===== src/rtl/crossing_track_arbiter.sv =====
// Single-track level-crossing controller: arbitrates west/east approach requests,
// runs a flashing warning before granting, and holds the gate through a clearance interval.
module crossing_track_arbiter #(
  parameter int WARN_CYCLES  = 4,
  parameter int CLEAR_CYCLES = 3,
  parameter int FLASH_DIV    = 2,
  parameter int CW           = 8
) (
  input  logic clk,
  input  logic reset,
  input  logic TRW,
  input  logic TRE,
  input  logic EXW,
  input  logic EXE,
  output logic GNT_W,
  output logic GNT_E,
  output logic GATE,
  output logic LIGHT,
  output logic BUSY
);

  typedef enum logic [1:0] {IDLE, WARN, GRANT, CLEAR} state_t;

  localparam int FW = (FLASH_DIV > 1) ? $clog2(FLASH_DIV) : 1;
  localparam logic [CW-1:0] WARN_LOAD  = CW'(WARN_CYCLES - 1);
  localparam logic [CW-1:0] CLEAR_LOAD = CW'(CLEAR_CYCLES - 1);
  localparam logic [FW-1:0] FLASH_TOP  = FW'(FLASH_DIV - 1);
  localparam logic DIR_W = 1'b0;
  localparam logic DIR_E = 1'b1;

  state_t        state, state_nx;
  logic [CW-1:0] cnt, cnt_nx;
  logic [FW-1:0] fcnt, fcnt_nx;
  logic          dir, dir_nx;
  logic          last_dir, last_dir_nx;
  logic          light, light_nx;
  logic          req_any;
  logic          exit_dir;

  // Ties go to the direction that was not served last.
  function automatic logic arbitrate(input logic w, input logic e, input logic last);
    return (w & e) ? ~last : e;
  endfunction

  assign req_any  = TRW | TRE;
  assign exit_dir = (dir == DIR_W) ? EXW : EXE;

  always_ff @(posedge clk) begin
    if (reset) begin
      state    <= IDLE;
      cnt      <= '0;
      fcnt     <= '0;
      dir      <= DIR_W;
      last_dir <= DIR_E;
      light    <= 1'b0;
    end else begin
      state    <= state_nx;
      cnt      <= cnt_nx;
      fcnt     <= fcnt_nx;
      dir      <= dir_nx;
      last_dir <= last_dir_nx;
      light    <= light_nx;
    end
  end

  always_comb begin
    state_nx    = state;
    cnt_nx      = cnt;
    fcnt_nx     = fcnt;
    dir_nx      = dir;
    last_dir_nx = last_dir;
    light_nx    = light;

    // Flasher runs continuously while busy, including across CLEAR -> WARN.
    if (state != IDLE) begin
      if (fcnt == FLASH_TOP) begin
        light_nx = ~light;
        fcnt_nx  = '0;
      end else begin
        fcnt_nx = fcnt + FW'(1);
      end
    end

    unique case (state)
      IDLE: begin
        light_nx = 1'b0;
        fcnt_nx  = '0;
        if (req_any) begin
          state_nx = WARN;
          cnt_nx   = WARN_LOAD;
          dir_nx   = arbitrate(TRW, TRE, last_dir);
          light_nx = 1'b1;
        end
      end
      WARN: begin
        if (cnt == '0) state_nx = GRANT;
        else           cnt_nx   = cnt - CW'(1);
      end
      GRANT: begin
        if (exit_dir) begin
          state_nx    = CLEAR;
          cnt_nx      = CLEAR_LOAD;
          last_dir_nx = dir;
        end
      end
      CLEAR: begin
        if (cnt != '0) begin
          cnt_nx = cnt - CW'(1);
        end else if (req_any) begin
          state_nx = WARN;
          cnt_nx   = WARN_LOAD;
          dir_nx   = arbitrate(TRW, TRE, last_dir);
        end else begin
          state_nx = IDLE;
          light_nx = 1'b0;
          fcnt_nx  = '0;
        end
      end
      default: state_nx = IDLE;
    endcase
  end

  assign GATE  = (state != IDLE);
  assign BUSY  = (state != IDLE);
  assign GNT_W = (state == GRANT) && (dir == DIR_W);
  assign GNT_E = (state == GRANT) && (dir == DIR_E);
  assign LIGHT = light;

endmodule


===== config.mk =====
export PLATFORM = sky130hd
export DESIGN_NAME = crossing_track_arbiter
export DESIGN_NICKNAME = d
export VERILOG_FILES = /design/src/rtl/crossing_track_arbiter.sv
export SDC_FILE = /design/constraint.sdc
export NUM_CORES = 1
export LEC_CHECK = 0
export ABC_AREA = 0
export BUFFER_PORTS_ARGS = -buffer_cell sky130_fd_sc_hd__buf_2
export CAP_MARGIN = 10
export CORE_MARGIN = 10
export CORE_UTILIZATION = 25
export CTS_CLUSTER_DIAMETER = 50
export DETAILED_ROUTE_END_ITERATION = 12
export PLACE_DENSITY = 0.4
export REMOVE_ABC_BUFFERS = 1
export SLEW_MARGIN = 40
export SYNTH_ARGS = -nofsm -noshare
export SYNTH_HDL_FRONTEND = slang
export SYNTH_SLANG_ARGS = --single-unit

===== constraint.sdc =====
create_clock -name clk -period 3.7 [get_ports clk]
set_clock_uncertainty 0.1 [all_clocks]
set_input_delay 0.37 -clock clk [delete_from_list [all_inputs] [get_ports clk]]
set_output_delay 0.37 -clock clk [all_outputs]
set_load 0.005 [all_outputs]

Yosys cells after proc, flatten, opt, wreduce, memory -nomap -nowiden:

Cells that the tools add are included.

* flip-flop bits (word level): 14
* latch bits: 0
* memory bits (writable): 0
* ROM bits: 0
* input port bits: 6
* output and inout bits: 5
* word-level logic and storage cells: 59
* memories kept: 0

* add/subtract/negate cells: 2
* $mul: 0
* div/mod/pow operators: 0
* $lt $le $gt $ge: 0
* equal/unequal tests: 8
* shifts and indexed selects: 0
* multiplexer cells: 27
* bitwise operators: 5
* reductions and logical operators: 11

Operator list (count)
* 8-bit two-way mux: 4
* 8-bit case mux with 4 select lines: 1
* 1-bit two-way mux: 14
* 2-bit != test, second input constant: 5
* 8-bit logical NOT: 1
* 2-bit two-way mux: 4
* 2-bit case mux with 4 select lines: 1
* 8-bit nonzero test: 1
* 8-bit by 1-bit subtractor with 8-bit output, second input constant: 1
* 1-bit case mux with 2 select lines: 3
* 2-bit AND reduction: 3
* 2-bit equality test, second input constant: 2
* 4-bit AND reduction: 1
* 2-bit nonzero test: 2
* 1-bit inverter: 3
* 2-bit by 1-bit equality test with 1-bit output, second input constant: 1
* 1-bit logical AND: 2
* 2-bit logical NOT: 1
* 1-bit adder, second input constant: 1
* 1-bit AND: 1
* 1-bit OR: 1

Logic depth before layout (Yosys ltp):

* depth in word-level cells: 6
* mapped depth: 8
* mapped depth without buffers: 7

Worst setup path after synthesis:

No wires, ideal clock.

* path type: register to register
* start point: reg cnt[0]
* end point: reg state[0]
* setup time: 87 ps
* arrival time: 1958 ps
* data required time: 3513 ps
* slack: 1556 ps
* cell stages (with the launch flop): 9
* buffers on the path: 1
* period minus slack after synthesis: 2144 ps
* path through: dfxtp_1 > inv_1 > ha_1 > or4b_1 > buf_2 > nand2b_4 > a221oi_4 > o21ai_2 > a221oi_2

* longest elaborated chain between the ends: 3
* elaborated cells on any way between the ends: 5
* classes of those cells: 2 x eq/ne; 3 x reduce/logical

RTL lines
* from (decl): line 32 `logic [CW-1:0] cnt, cnt_nx;`
* from (signal assigned): line 58 `cnt <= cnt_nx;`
* 8-bit nonzero test or 8-bit logical NOT (tied branches): line 107, 96
* 2-bit != test (no line)
* 4-bit AND reduction (no line) (*)
* to (signal assigned): line 57 `state <= state_nx;`
* to (decl): line 31 `state_t state, state_nx;`

Mark *: on every way between the ends. The rest lies on a longest branch, timed or not.
A chain may end at the register's enable or synchronous reset.

Worst setup path in the final report:

Ends and elaborated chain as after synthesis.

==> impl_metrics.toml <==
[grt]
grt_max_degree = 12
globalRouteTotalUtil_pct = 7.868
grt_overflow_total = 0
grt_first_pass_wirelength_um = 4153
number_of_global_route_vias_before_repair = 873
antenna_violations_before_repair = 0

[floorplanning]
start_util_pct = 25.97
floorplan.core_area_sq_mm = 0.003661
row_count = 22
die_area_sq_mm = 0.006671
pin_count = 11
chipHeight_um = 81.68
die_w_um = 81.68

[critical_path]
timing.critical_path.slowest_stage_cell = "or4b_1"
delay_of_the_slowest_cell_on_the_worst_path_ns = 0.62
cp.buffers_inverters = 1
worstSetupPathType = "reg -> reg"
arrival_ns = 2.48
critical-path-top-delay-family = "simple AND/OR/NAND/NOR gates"
cp_cell_sequence = "inv_1 -> ha_1 -> or4b_1 -> nand2b_4 -> a221oi_4 -> o21ai_2 -> a221oi_2"
worstPathMaxFanout = 8
critPathLaunchType = "register"
timing.critical_path.to_type = "register"
crit_required_ns = 3.77

[power]
comb_power_share_pct = 59.5
cell_internal_pwr_uw = 538.7
seqPwrFrac_pct = 24.8
p_sw_share_pct = 44.75
switching_power_uw = 436.3
total_power_uw = 975.0
vdd_ir_drop_max_v = 0.0003016
clock_power_share_pct = 15.7
power.static_leakage_nw = 0.4857
pwr_density_cell_mw_per_mm2 = 880.6

[drt]
drt-initial-drc-count = 26
remaining_routing_drc_violations = 0
drt-vias-per-instance = 5.069
total_iterations_of_the_first_detailed_routing_run = 4
route.antenna.remaining_nets = 0
finalWirelength_um = 2439
wire_per_inst_um = 13.94
via_count = 887

[synth]
yosys_warning_total = 0
register_bit_count_reported_by_yosys = 14
post_synth_main_area_contributors = "dfxtp_1 (29%), ha_1 (6.6%), inv_1 (4.3%)"
synth.cell_area_sq_um = 950.9
yosysTopAreaCell = "dfxtp_1"
post_synth_inst_count = 115
yosysSeqAreaShare_pct = 29.47
synth.distinct_cells = 44
post_synth_top_area_share_pct = 29.47
avgSynthCellArea_sq_um = 8.269

[placed_design]
io_buffer_count = 10
dp_area_sq_mm = 0.001052
pre_cts_slack_ns = 1.301
dp_hpwl_um = 1894
placedCellCount = 171
final_replace_weighted_congestion = 0.7181

[final_layout]
stdcell_count = 175
areaGrowthSynthToFinish_pct = 16.45
n_antenna_cell = 0
drive_gt1_share_pct = 18.11
cell_area_after_layout_sq_mm = 0.001107
nNetsFinal = 139

[cts]
clock_tree.root_cell = "clkbuf_8"
skew_pair_late_insertion_delay_ns = 0.25
depth_of_the_cts_h_tree = 1
clkTransAtPathRegs_ns = 0.06
post_cts_hold_buffer_count = 0
cts_max_path_buffers = 2
clock-sinks = 14
cts-resized-gates = 0
cts_buffers = 3
tritoncts_clock_tree = "yes"
cts_post_setup_buffers_inserted = 0

[timing]
slew-limit-headroom_pct = 71.46
worstMarginPinSlew_ns = 0.4248
peak_freq_ghz = 0.4145
maxSlewViolCount = 0
period_needed_ns = 2.413
fin_tns_setup_ns = 0
finalCritPeriodShare_pct = 65.20
finalSetupViolations = 0
final_hold_viols = 0
setup_slack_ns = 1.287
rsz_0062_raised_after_global_routing = "no"

[flow_run]
maxCapViolations = 0

[hold_path]
worstHoldPathType = "in -> reg"

[status]
status = "finished, final reports clean"
## flip-flops by register name (all words and copies together) (netlist names)
signal,flops
cnt,8
state,2
LIGHT,1
dir,1
fcnt,1
last_dir,1
## layout by cell type (no fill, tap or decap), types with 3 or more instances in the layout
master and n:
and3_1 3, nor2_1 8, inv_1 11, nand2_1 7, clkbuf_8 4, nor3_1 8, ha_1 5, a21oi_1 8
dfxtp_1 14, buf_2 10, nor2b_1 3, o21ai_0 4
## cells in the mapped netlist
library cell  number
a211oi_1           2
a21oi_1            8
buf_2              1
nor2b_1            3
nor3b_2            1
or4_1              1
nand2_1            7
o22a_1             1
o22ai_1            2
o32ai_1            2
ha_1               5
or4b_2             1
a221oi_4           1
a21o_1             2
and2_1             2
nor4_1             1
nand2b_1           1
a221o_1            2
nand4b_1           1
or2_2              2
o31ai_1            1
nand3b_1           1
a32oi_1            1
nor2_1             8
a22oi_1            1
a32o_1             1
clkbuf_1           1
nand3_1            1
o21ai_0            4
mux2i_1            2
nand2b_4           1
o21ai_2            1
inv_1             11
or3_1              1
or4b_1             1
nor3_1             8
nor3b_1            1
a2111oi_1          1
buf_4              1
dfxtp_1           14
a221oi_2           1
o21ai_1            2
a211o_1            2
and3_1             3
## per-layer routing
layer | global-route usage (%) | share of wire, %
met1 | 9.131 | 48
met2 | 13.35 | 47
met3 | 2.293 | 2.9
met4 | 3.061 | 1.4
met5 | 0 | 0
## tightest hold or removal path, stage by stage
cell and delay [ns]:
buf_2 0.11, nand3b_1 0.07, a21oi_1 0.05
## worst paths after layout
kind / end / slack, ns / cells after the start / from
worst max-delay path: state[0] / 1.29 / 7 / cnt[0]
worst min-delay path: dir / 0.31 / 3 / TRE
worst max register to register: state[0] / 1.29 / 7 / cnt[0]
worst min register to register: cnt[4] / 0.38 / 2 / cnt[4]
## kinds of logic after synthesis
group	after synthesis	share of synthesized area, %
flops	14	29.47
compound gates	35	28.42
fa+ha+maj	5	6.579
buf+inv	14	6.052
simple gates	45	27.37
mux	2	2.105
## layout make-up
cell class,instances,area [sq um]
fill,411,2554
clock buffer,4,55.05
sequential,14,280.3
timing repair buffer,11,57.56
tap,48,60.06
inverter,11,41.29
multi-input combinational,87,613.1
## stage by stage
step | hold WS, ns | utilization (%)
final | 0.3086 | 30.25
after global routing | 0.3325 | 30.25
after CTS | 0.3044 | 30.25
after detailed placement | 0.3686 | 28.74
after global placement | 0.3686 | 28.74
after floorplan | 0.3362 | -
## power by group through the flow
stage                     Clock, mW  Combinational (mW)  Sequential [mW]
after floorplan                   0               0.453            0.233
after global placement            0               0.587            0.243
after detailed placement          0               0.585            0.244
after CTS                     0.161               0.588            0.241
after global routing          0.165               0.657            0.247
final                         0.153               0.581            0.242
No activity file was read; power rests on OpenSTA's default activity.
